==> src/rtl/control_unit_seq.sv <==
// rtl/control_unit_seq.sv - registered control unit: opcode decode, memory stall handshake, sticky fault flags
module control_unit_seq #(
    parameter int OP_WIDTH      = 8,
    parameter int ALUOP_WIDTH   = 3,
    parameter int ENABLE_MEM    = 1,
    parameter int ENABLE_SHIFT  = 1,
    parameter int STALL_TIMEOUT = 0
) (
    input  logic                   CLK,
    input  logic                   RESET,
    input  logic [OP_WIDTH-1:0]    OP,
    input  logic                   INSTR_VALID,
    input  logic                   BUSYWAIT,
    output logic [ALUOP_WIDTH-1:0] ALUOP,
    output logic                   MUX_2SCMPL,
    output logic                   MUX_IMMD,
    output logic                   WRITEENABLE,
    output logic                   BEQ_ENABLE,
    output logic                   BNE_ENABLE,
    output logic                   JUMP_ENABLE,
    output logic                   MEM_READ,
    output logic                   MEM_WRITE,
    output logic                   MUX_MEMDATA,
    output logic                   PC_HOLD,
    output logic                   ILLEGAL_OP,
    output logic                   MEM_TIMEOUT
);

    localparam int CW = (STALL_TIMEOUT > 0) ? $clog2(STALL_TIMEOUT + 1) : 1;
    localparam logic [CW-1:0] STALL_MAX = CW'(STALL_TIMEOUT);

    typedef enum logic [1:0] {
        S_IDLE,
        S_RUN,
        S_MEM
    } state_t;

    typedef struct packed {
        logic [2:0] aluop;
        logic       cmpl;
        logic       immd;
        logic       we;
        logic       beq;
        logic       bne;
        logic       jump;
        logic       mrd;
        logic       mwr;
        logic       memdata;
    } ctrl_t;

    state_t         state_q, state_d;
    ctrl_t          ctrl_q, ctrl_d;
    ctrl_t          dec;
    logic           dec_illegal;
    logic [CW-1:0]  cnt_q, cnt_d;
    logic           illegal_q, illegal_d;
    logic           timeout_q, timeout_d;
    logic           advance;
    logic [OP_WIDTH+31:0] op_ext;

    // Zero-extend so narrow opcode widths still compare against the full table.
    assign op_ext = {32'd0, OP};

    always_comb begin
        dec         = '0;
        dec_illegal = 1'b0;
        if (op_ext[OP_WIDTH+31:4] != '0) begin
            dec_illegal = 1'b1;
        end else begin
            case (op_ext[3:0])
                4'd0:  begin dec.immd = 1'b1; dec.we = 1'b1; end
                4'd1:  begin dec.we = 1'b1; end
                4'd2:  begin dec.aluop = 3'b001; dec.we = 1'b1; end
                4'd3:  begin dec.aluop = 3'b001; dec.cmpl = 1'b1; dec.we = 1'b1; end
                4'd4:  begin dec.aluop = 3'b010; dec.we = 1'b1; end
                4'd5:  begin dec.aluop = 3'b011; dec.we = 1'b1; end
                4'd6:  begin dec.aluop = 3'b111; dec.jump = 1'b1; end
                4'd7:  begin dec.aluop = 3'b001; dec.cmpl = 1'b1; dec.beq = 1'b1; end
                4'd12: begin dec.aluop = 3'b001; dec.cmpl = 1'b1; dec.bne = 1'b1; end
                4'd8, 4'd9: begin
                    if (ENABLE_MEM != 0) begin
                        dec.immd    = op_ext[0];
                        dec.mrd     = 1'b1;
                        dec.memdata = 1'b1;
                    end else begin
                        dec_illegal = 1'b1;
                    end
                end
                4'd10, 4'd11: begin
                    if (ENABLE_MEM != 0) begin
                        dec.immd = op_ext[0];
                        dec.mwr  = 1'b1;
                    end else begin
                        dec_illegal = 1'b1;
                    end
                end
                4'd13, 4'd14: begin
                    if (ENABLE_SHIFT != 0) begin
                        dec.aluop = op_ext[0] ? 3'b100 : 3'b101;
                        dec.immd  = 1'b1;
                        dec.we    = 1'b1;
                    end else begin
                        dec_illegal = 1'b1;
                    end
                end
                default: dec_illegal = 1'b1;
            endcase
        end
    end

    always_comb begin
        state_d   = state_q;
        ctrl_d    = ctrl_q;
        cnt_d     = cnt_q;
        illegal_d = illegal_q;
        timeout_d = timeout_q;
        advance   = 1'b0;
        case (state_q)
            S_IDLE: advance = INSTR_VALID;
            S_RUN:  advance = 1'b1;
            S_MEM: begin
                if (BUSYWAIT) begin
                    if (cnt_q != STALL_MAX) begin
                        cnt_d = cnt_q + CW'(1);
                    end
                    if ((STALL_TIMEOUT > 0) && (cnt_d == STALL_MAX)) begin
                        timeout_d = 1'b1;
                    end
                end else begin
                    cnt_d   = '0;
                    advance = 1'b1;
                end
            end
            default: state_d = S_IDLE;
        endcase
        // An accepted slot either decodes the next opcode or inserts a bubble.
        if (advance) begin
            if (INSTR_VALID) begin
                ctrl_d    = dec;
                illegal_d = illegal_q | dec_illegal;
                state_d   = (dec.mrd || dec.mwr) ? S_MEM : S_RUN;
            end else begin
                ctrl_d  = '0;
                state_d = S_RUN;
            end
        end
    end

    always_ff @(posedge CLK or posedge RESET) begin
        if (RESET) begin
            state_q   <= S_IDLE;
            ctrl_q    <= '0;
            cnt_q     <= '0;
            illegal_q <= 1'b0;
            timeout_q <= 1'b0;
        end else begin
            state_q   <= state_d;
            ctrl_q    <= ctrl_d;
            cnt_q     <= cnt_d;
            illegal_q <= illegal_d;
            timeout_q <= timeout_d;
        end
    end

    assign ALUOP       = ALUOP_WIDTH'(ctrl_q.aluop);
    assign MUX_2SCMPL  = ctrl_q.cmpl;
    assign MUX_IMMD    = ctrl_q.immd;
    // Loads write back on the edge that completes the access.
    assign WRITEENABLE = (state_q == S_MEM) ? (ctrl_q.mrd & ~BUSYWAIT) : ctrl_q.we;
    assign BEQ_ENABLE  = ctrl_q.beq;
    assign BNE_ENABLE  = ctrl_q.bne;
    assign JUMP_ENABLE = ctrl_q.jump;
    assign MEM_READ    = ctrl_q.mrd;
    assign MEM_WRITE   = ctrl_q.mwr;
    assign MUX_MEMDATA = ctrl_q.memdata;
    assign PC_HOLD     = (state_q == S_IDLE) || ((state_q == S_MEM) && BUSYWAIT);
    assign ILLEGAL_OP  = illegal_q;
    assign MEM_TIMEOUT = timeout_q;

endmodule

==> config.mk <==
export PLATFORM = sky130hd
export DESIGN_NAME = control_unit_seq
export DESIGN_NICKNAME = d
export VERILOG_FILES = /design/src/rtl/control_unit_seq.sv
export SDC_FILE = /design/constraint.sdc
export NUM_CORES = 1
export LEC_CHECK = 0
export CAP_MARGIN = 10
export CORE_MARGIN = 4
export CORE_UTILIZATION = 46
export CTS_CLUSTER_DIAMETER = 50
export DETAILED_ROUTE_END_ITERATION = 10
export MAX_ROUTING_LAYER = met4
export PLACE_DENSITY_LB_ADDON = 0.1
export SYNTH_ARGS = -nofsm -noshare
export SYNTH_HDL_FRONTEND = slang
export SYNTH_SLANG_ARGS = --single-unit
==> constraint.sdc <==
create_clock -name CLK -period 2.5 [get_ports CLK]
set_input_delay 0.625 -clock CLK [delete_from_list [all_inputs] [get_ports CLK]]
set_output_delay 0.625 -clock CLK [all_outputs]
set_load 0.05 [all_outputs]
==> reports/metrics.cfg, run 1 <==
[floorplanning]
die_x_um=49
fp-row-count=14
start_util_pct=50.16
core_mm2=0.001541
dieArea_mm2=0.002401
die_height_um=49
io_pins=27

[placed_design]
dp_cells=108
io_buffers=25
place_area_um2=993.5
pre_cts_ws_ns=0.1775
place_congestion=0.7882
dp_hpwl_mm=1.179

[critical_path]
required_ns=1.88
r2r-end=ALUOP[1]
worst-setup-path-type=input port to output port
r2r_start=state_q[0]
critical_path.top_delay_family=buffers and inverters
rrSetupSlack_ns=1.16
critical-path-slowest-cell=clkdlybuf4s50_1
worst_setup_path_end_kind=output port
startpoint=BUSYWAIT
critPathArrivalTime_ns=1.71
max_stage_delay_ns=0.45
cp.buffers_inverters=3
cp-start-kind=input port
crit_chain=clkdlybuf4s50_1 > inv_1 > nand2_1 > o21ai_0 > buf_12
crit_path_max_fanout=3
ff2ff_path_depth=3

[yosys]
synth_cell_type_count=30
synth_edf_count=0
synthCells=76
synth_fp_nets=88
async_flop_share_pct=100.0
yosysSeqAreaShare_pct=45.31
synthesis.area_um2=773.2
synth_area_per_cell_um2=10.17
yosysWarnings=0
synthFlopType=dfrtp_1
synth-seq-cells=14

[job]
drv_cap=0

[power_and_ir_drop]
total_power_uw=424.8
cellPowerDensity_mw_per_mm2=418.1
p_seq_share_pct=54.1
p_sw_uw=110.2
power.share.clock_pct=29.4
pwr-share-comb_pct=16.5
ir_drop_uv=300.3
p_sw_share_pct=25.94
p_leak_nw=0.4408
p_int_uw=314.6

[drt]
routed.top_layer=met4
totalWireLength_mm=1.571
first_pass_iters=4
wl_met1_um=761
vias=637
ant_nets=0
routedWlPerCell_um=14.15
vias_per_cell=5.739
first_iter_violations=17
drc=0
wl_met3_um=95
dr_wl_met2_um=692

[clock_tree]
tritoncts=done
cts_setup_buffers=0
cts-resized-gates=0
cts_hold_buf=0
cts_buffers=3
clock_path_buffers=2
h-tree-depth=1
path_clk_slew_ns=0.07
clock-sinks=14
clock_latency_ns=0.28
root_buffer=clkbuf_4

[timing]
fin_worst_skew_ns=0.006392
slew_viol_final=0
min_period_ns=2.335
timing.final.crit_share_pct=93.39
maxClockFrequency_mhz=428.3
rsz0062_at_grt=false
worstMarginPinSlew_ns=0.5337
slew_headroom_pct=64.38
finalHoldViolCount=0
timing.hold.ws_ns=0.4720
setup_viol=0
setup_ws_ns=0.1653
finalSetupTns_ns=0

[cells_and_area]
post-route-util_pct=65.91
final_cell_mix=23 x clkdlybuf4s50_1, 14 x dfrtp_1, 7 x nand2_1, 6 x a32o_1, 5 x inv_1
stdcell_area_mm2=0.001016
layout-drive-gt1-share_pct=10.53
antennaDiodeCount=0
final_net_count=109
syn_to_final_growth_pct=31.39
layout_commonest_cell=clkdlybuf4s50_1
instances_no_fill=111

[grt]
antenna_found_initial=0
grt_max_degree=15
grt_usage_pct=14.60
grt.overflow.total=0
grt_pass1_vias=607
grt_first_pass_wirelength_mm=2.746

[run_status]
outcome=completed

[worst_hold_path]
min_path_type=flop to flop
hold_path_startpoint=ILLEGAL_OP
min_path_cells=1
min_to=ILLEGAL_OP

[cells in the mapped netlist, types with 2 or more instances]
| cell type | n | share of area [%] |
|---|---|---|
| a22o_1 | 3 | 3.4 |
| dfrtp_1 | 14 | 45 |
| nor2b_1 | 4 | 3.2 |
| a21oi_1 | 2 | 1.3 |
| buf_4 | 6 | 5.8 |
| o22ai_1 | 2 | 1.6 |
| nand2_1 | 7 | 3.4 |
| inv_1 | 5 | 2.4 |
| nor2_1 | 2 | 0.97 |
| o2bb2ai_1 | 2 | 2.3 |
| a32o_1 | 6 | 7.8 |
| buf_6 | 2 | 2.9 |
| o21ai_0 | 4 | 2.6 |
[layout make-up]
class	count	area [µm²]
repair buffers	26	277.8
well taps	16	20.02
inverters	5	18.77
multi-input cells	47	326.6
fillers	132	525.5
clock buffers	3	22.52
flip-flops and latches	14	350.3
[cell families (layout without fill, tap and decap cells)]
family / Yosys count / in the layout / synth area share, %
AOI/OAI and AO/OA: 25 / 25 / 25.41
and+or+nand+nor: 21 / 21 / 16.35
buffers and inverters: 15 / 34 / 12.46
DFF: 14 / 14 / 45.31
other: 1 / 1 / 0.4850
[sequential cells by signal, summed over array words and instances, names as in the netlist]
signal	flops
MUX_2SCMPL	1
JUMP_ENABLE	1
ctrl_q	1
MEM_WRITE	1
MEM_READ	1
ALUOP	3
state_q	2
BEQ_ENABLE	1
MUX_IMMD	1
ILLEGAL_OP	1
BNE_ENABLE	1
[how the worst max path moves through the flow]
| stage | end | slack (ns) | cells past startpoint |
|---|---|---|---|
| 2_1_floorplan | WRITEENABLE | 0.04 | 3 |
| 3_3_place_gp | WRITEENABLE | 0.20 | 5 |
| 3_5_place_dp | WRITEENABLE | 0.18 | 5 |
| 4_1_cts | WRITEENABLE | 0.17 | 5 |
| 5_1_grt | WRITEENABLE | 0.14 | 5 |
| 6_report | WRITEENABLE | 0.17 | 5 |
[routing by layer]
metal	up-vias	track usage (%)
li1	308	-
met4	0	5.381
met1	303	19.85
met3	4	3.670
met2	22	20.87
met5	-	-
[power groups by stage]
stage          Combinational, mW  Sequential [mW]  Clock, mW
2_1_floorplan             0.0408            0.235          0
3_3_place_gp              0.0695            0.234          0
3_5_place_dp              0.0705            0.234          0
4_1_cts                   0.0707            0.230      0.126
5_1_grt                   0.0768            0.230      0.138
6_report                  0.0702            0.230      0.125
(Power assumes the default switching activity.)
==> run 2, diff against run 1 <==
--- a/config.mk
+++ b/config.mk
@@ -9,9 +9,10 @@
 export CORE_MARGIN = 4
 export CORE_UTILIZATION = 46
 export CTS_CLUSTER_DIAMETER = 50
+export CTS_CLUSTER_SIZE = 8
 export DETAILED_ROUTE_END_ITERATION = 10
 export MAX_ROUTING_LAYER = met4
-export PLACE_DENSITY_LB_ADDON = 0.1
+export PLACE_DENSITY = 0.82
 export SYNTH_ARGS = -nofsm -noshare
 export SYNTH_HDL_FRONTEND = slang
 export SYNTH_SLANG_ARGS = --single-unit
==> reports/metrics.cfg, run 2 (same netlist as run 1, synthesis figures left out) <==
[run_status]
outcome=completed  ; unchanged

[clock_tree]
root_buffer=clkbuf_4  ; unchanged
cts_buffers=3  ; unchanged
cts_hold_buf=0  ; unchanged
path_clk_slew_ns=0.08  ; was 0.07 ns
clock_path_buffers=2  ; unchanged
clock_latency_ns=0.28  ; about the same
tritoncts=done  ; unchanged
cts-resized-gates=0  ; unchanged
clock-sinks=14  ; unchanged
h-tree-depth=1  ; unchanged
cts_setup_buffers=0  ; unchanged

[critical_path]
cp.buffers_inverters=3  ; unchanged
max_stage_delay_ns=0.46  ; was 0.45 ns
crit_chain=clkdlybuf4s50_1 > inv_1 > nand2_1 > o21ai_0 > buf_12  ; unchanged
critical_path.top_delay_family=buffers and inverters  ; unchanged
critPathArrivalTime_ns=1.73  ; was 1.71 ns
cp-start-kind=input port  ; unchanged
critical-path-slowest-cell=clkdlybuf4s50_1  ; unchanged
worst-setup-path-type=input port to output port  ; unchanged
worst_setup_path_end_kind=output port  ; unchanged
crit_path_max_fanout=3  ; unchanged
required_ns=1.88  ; about the same

[placed_design]
dp_cells=108  ; unchanged
place_congestion=0.7787  ; was 0.7882
dp_hpwl_mm=1.221  ; was 1.179 mm
io_buffers=25  ; unchanged

[cells_and_area]
instances_no_fill=112  ; was 111
multi_input_area_um2=326.6  ; unchanged
register_area_um2=350.3  ; unchanged
layout-drive-gt1-share_pct=11.46  ; was 10.53%
largest_reg_flops=3  ; unchanged
syn_to_final_growth_pct=33.17  ; was 31.39%
layout_commonest_cell=clkdlybuf4s50_1  ; unchanged
antennaDiodeCount=0  ; unchanged
final_cell_mix=23 x clkdlybuf4s50_1, 14 x dfrtp_1, 7 x nand2_1, 6 x a32o_1, 5 x inv_1  ; unchanged
final_net_count=109  ; unchanged
num-fill-cells=128  ; was 132

[timing]
finalHoldViolCount=0  ; unchanged
slew_viol_final=0  ; unchanged
rsz0062_at_grt=false  ; unchanged
timing.final.crit_share_pct=94.05  ; was 93.39%
maxClockFrequency_mhz=425.3  ; was 428.3 MHz
setup_viol=0  ; unchanged
worstMarginPinSlew_ns=0.5258  ; was 0.5337 ns
min_period_ns=2.351  ; was 2.335 ns
finalSetupTns_ns=0  ; unchanged
slew_headroom_pct=64.91  ; was 64.38%
fin_worst_skew_ns=0.003685  ; was 0.006392 ns

[power_and_ir_drop]
pwr-share-comb_pct=15.2  ; was 16.5%
cellPowerDensity_mw_per_mm2=445.9  ; was 418.1 mW/mm²
p_seq_share_pct=50.0  ; was 54.1%
total_power_uw=459.2  ; was 424.8 µW
p_sw_uw=111.8  ; was 110.2 µW
ir_drop_uv=323.0  ; was 300.3 µV
p_sw_share_pct=24.34  ; was 25.94%
p_int_uw=347.4  ; was 314.6 µW
p_leak_nw=0.4480  ; was 0.4408 nW
power.share.clock_pct=34.8  ; was 29.4%

[grt]
grt_usage_pct=14.39  ; was 14.60%
grt_pass1_vias=663  ; was 607
grt_first_pass_wirelength_mm=2.780  ; was 2.746 mm
grt.overflow.total=0  ; unchanged
antenna_found_initial=0  ; unchanged
grt_max_degree=15  ; unchanged

[worst_hold_path]
min_path_type=flop to flop  ; unchanged

[drt]
first_iter_violations=19  ; was 17
routedWlPerCell_um=13.52  ; was 14.15 µm
ant_nets=0  ; unchanged
first_pass_iters=4  ; unchanged
vias=642  ; was 637
totalWireLength_mm=1.514  ; was 1.571 mm
drc=0  ; unchanged
vias_per_cell=5.732  ; was 5.739

[floorplanning]
core_mm2=0.001541  ; unchanged
die_height_um=49  ; unchanged
dieArea_mm2=0.002401  ; unchanged
io_pins=27  ; unchanged
die_x_um=49  ; unchanged
start_util_pct=50.16  ; unchanged
fp-row-count=14  ; unchanged

[job]
drv_cap=0  ; unchanged

## run 2: worst register-to-register path, stage by stage, from the launching register on
cell and delay (ns):
dfrtp_1 0.43, o21ai_2 0.24, and3_1 0.38, a32o_1 0.23
## run 2: metal layers
layer  GRT usage (%)  up-vias  part of all wire (%)
li1                -      312                     -
met3           2.141        3                   6.7
met2           24.35       25                    50
met4           4.036        0                   1.3
met1           17.68      302                    43
met5               -        -                     0
## run 2: path summary, 6_finish.rpt
kind / start / to / slack (ns) / depth (start not counted)
max: BUSYWAIT / WRITEENABLE / 0.15 / 5
min: ILLEGAL_OP / ILLEGAL_OP / 0.48 / 1
max reg2reg: state_q[0] / ALUOP[1] / 1.17 / 3
min reg2reg: ILLEGAL_OP / ILLEGAL_OP / 0.48 / 1
max in group asynchronous: RESET / ILLEGAL_OP / 1.48 / 2
min in group asynchronous: RESET / MUX_2SCMPL / 0.67 / 2
## run 2: metrics by stage
stage	utilization [%]	worst slack (ns)	hold slack (ns)	cell area (µm²)
detailed placement	64.45	0.1407	0.4593	993.5
floorplan	-	0.04483	0.4645	773.2
finish	66.80	0.1488	0.4777	1030
global route	66.80	0.1006	0.4942	1030
CTS	66.80	0.1352	0.4774	1030
global placement	64.45	0.2072	0.4551	993.5
## run 2: power by group through the flow
stage,combinational (mW),clock (mW),sequential (mW)
after floorplan,0.0408,0,0.235
after global placement,0.0689,0,0.234
after detailed placement,0.0703,0,0.234
after CTS,0.0704,0.160,0.230
after global routing,0.0768,0.171,0.230
final,0.0698,0.160,0.230
## run 2: final cells by class
cell class | instances | area share, %
Timing Repair Buffer | 26 | 26.97
Tap cell | 16 | 1.944
Clock buffer | 4 | 3.524
Multi-Input combinational cell | 47 | 31.71
Sequential cell | 14 | 34.02
Inverter | 5 | 1.823
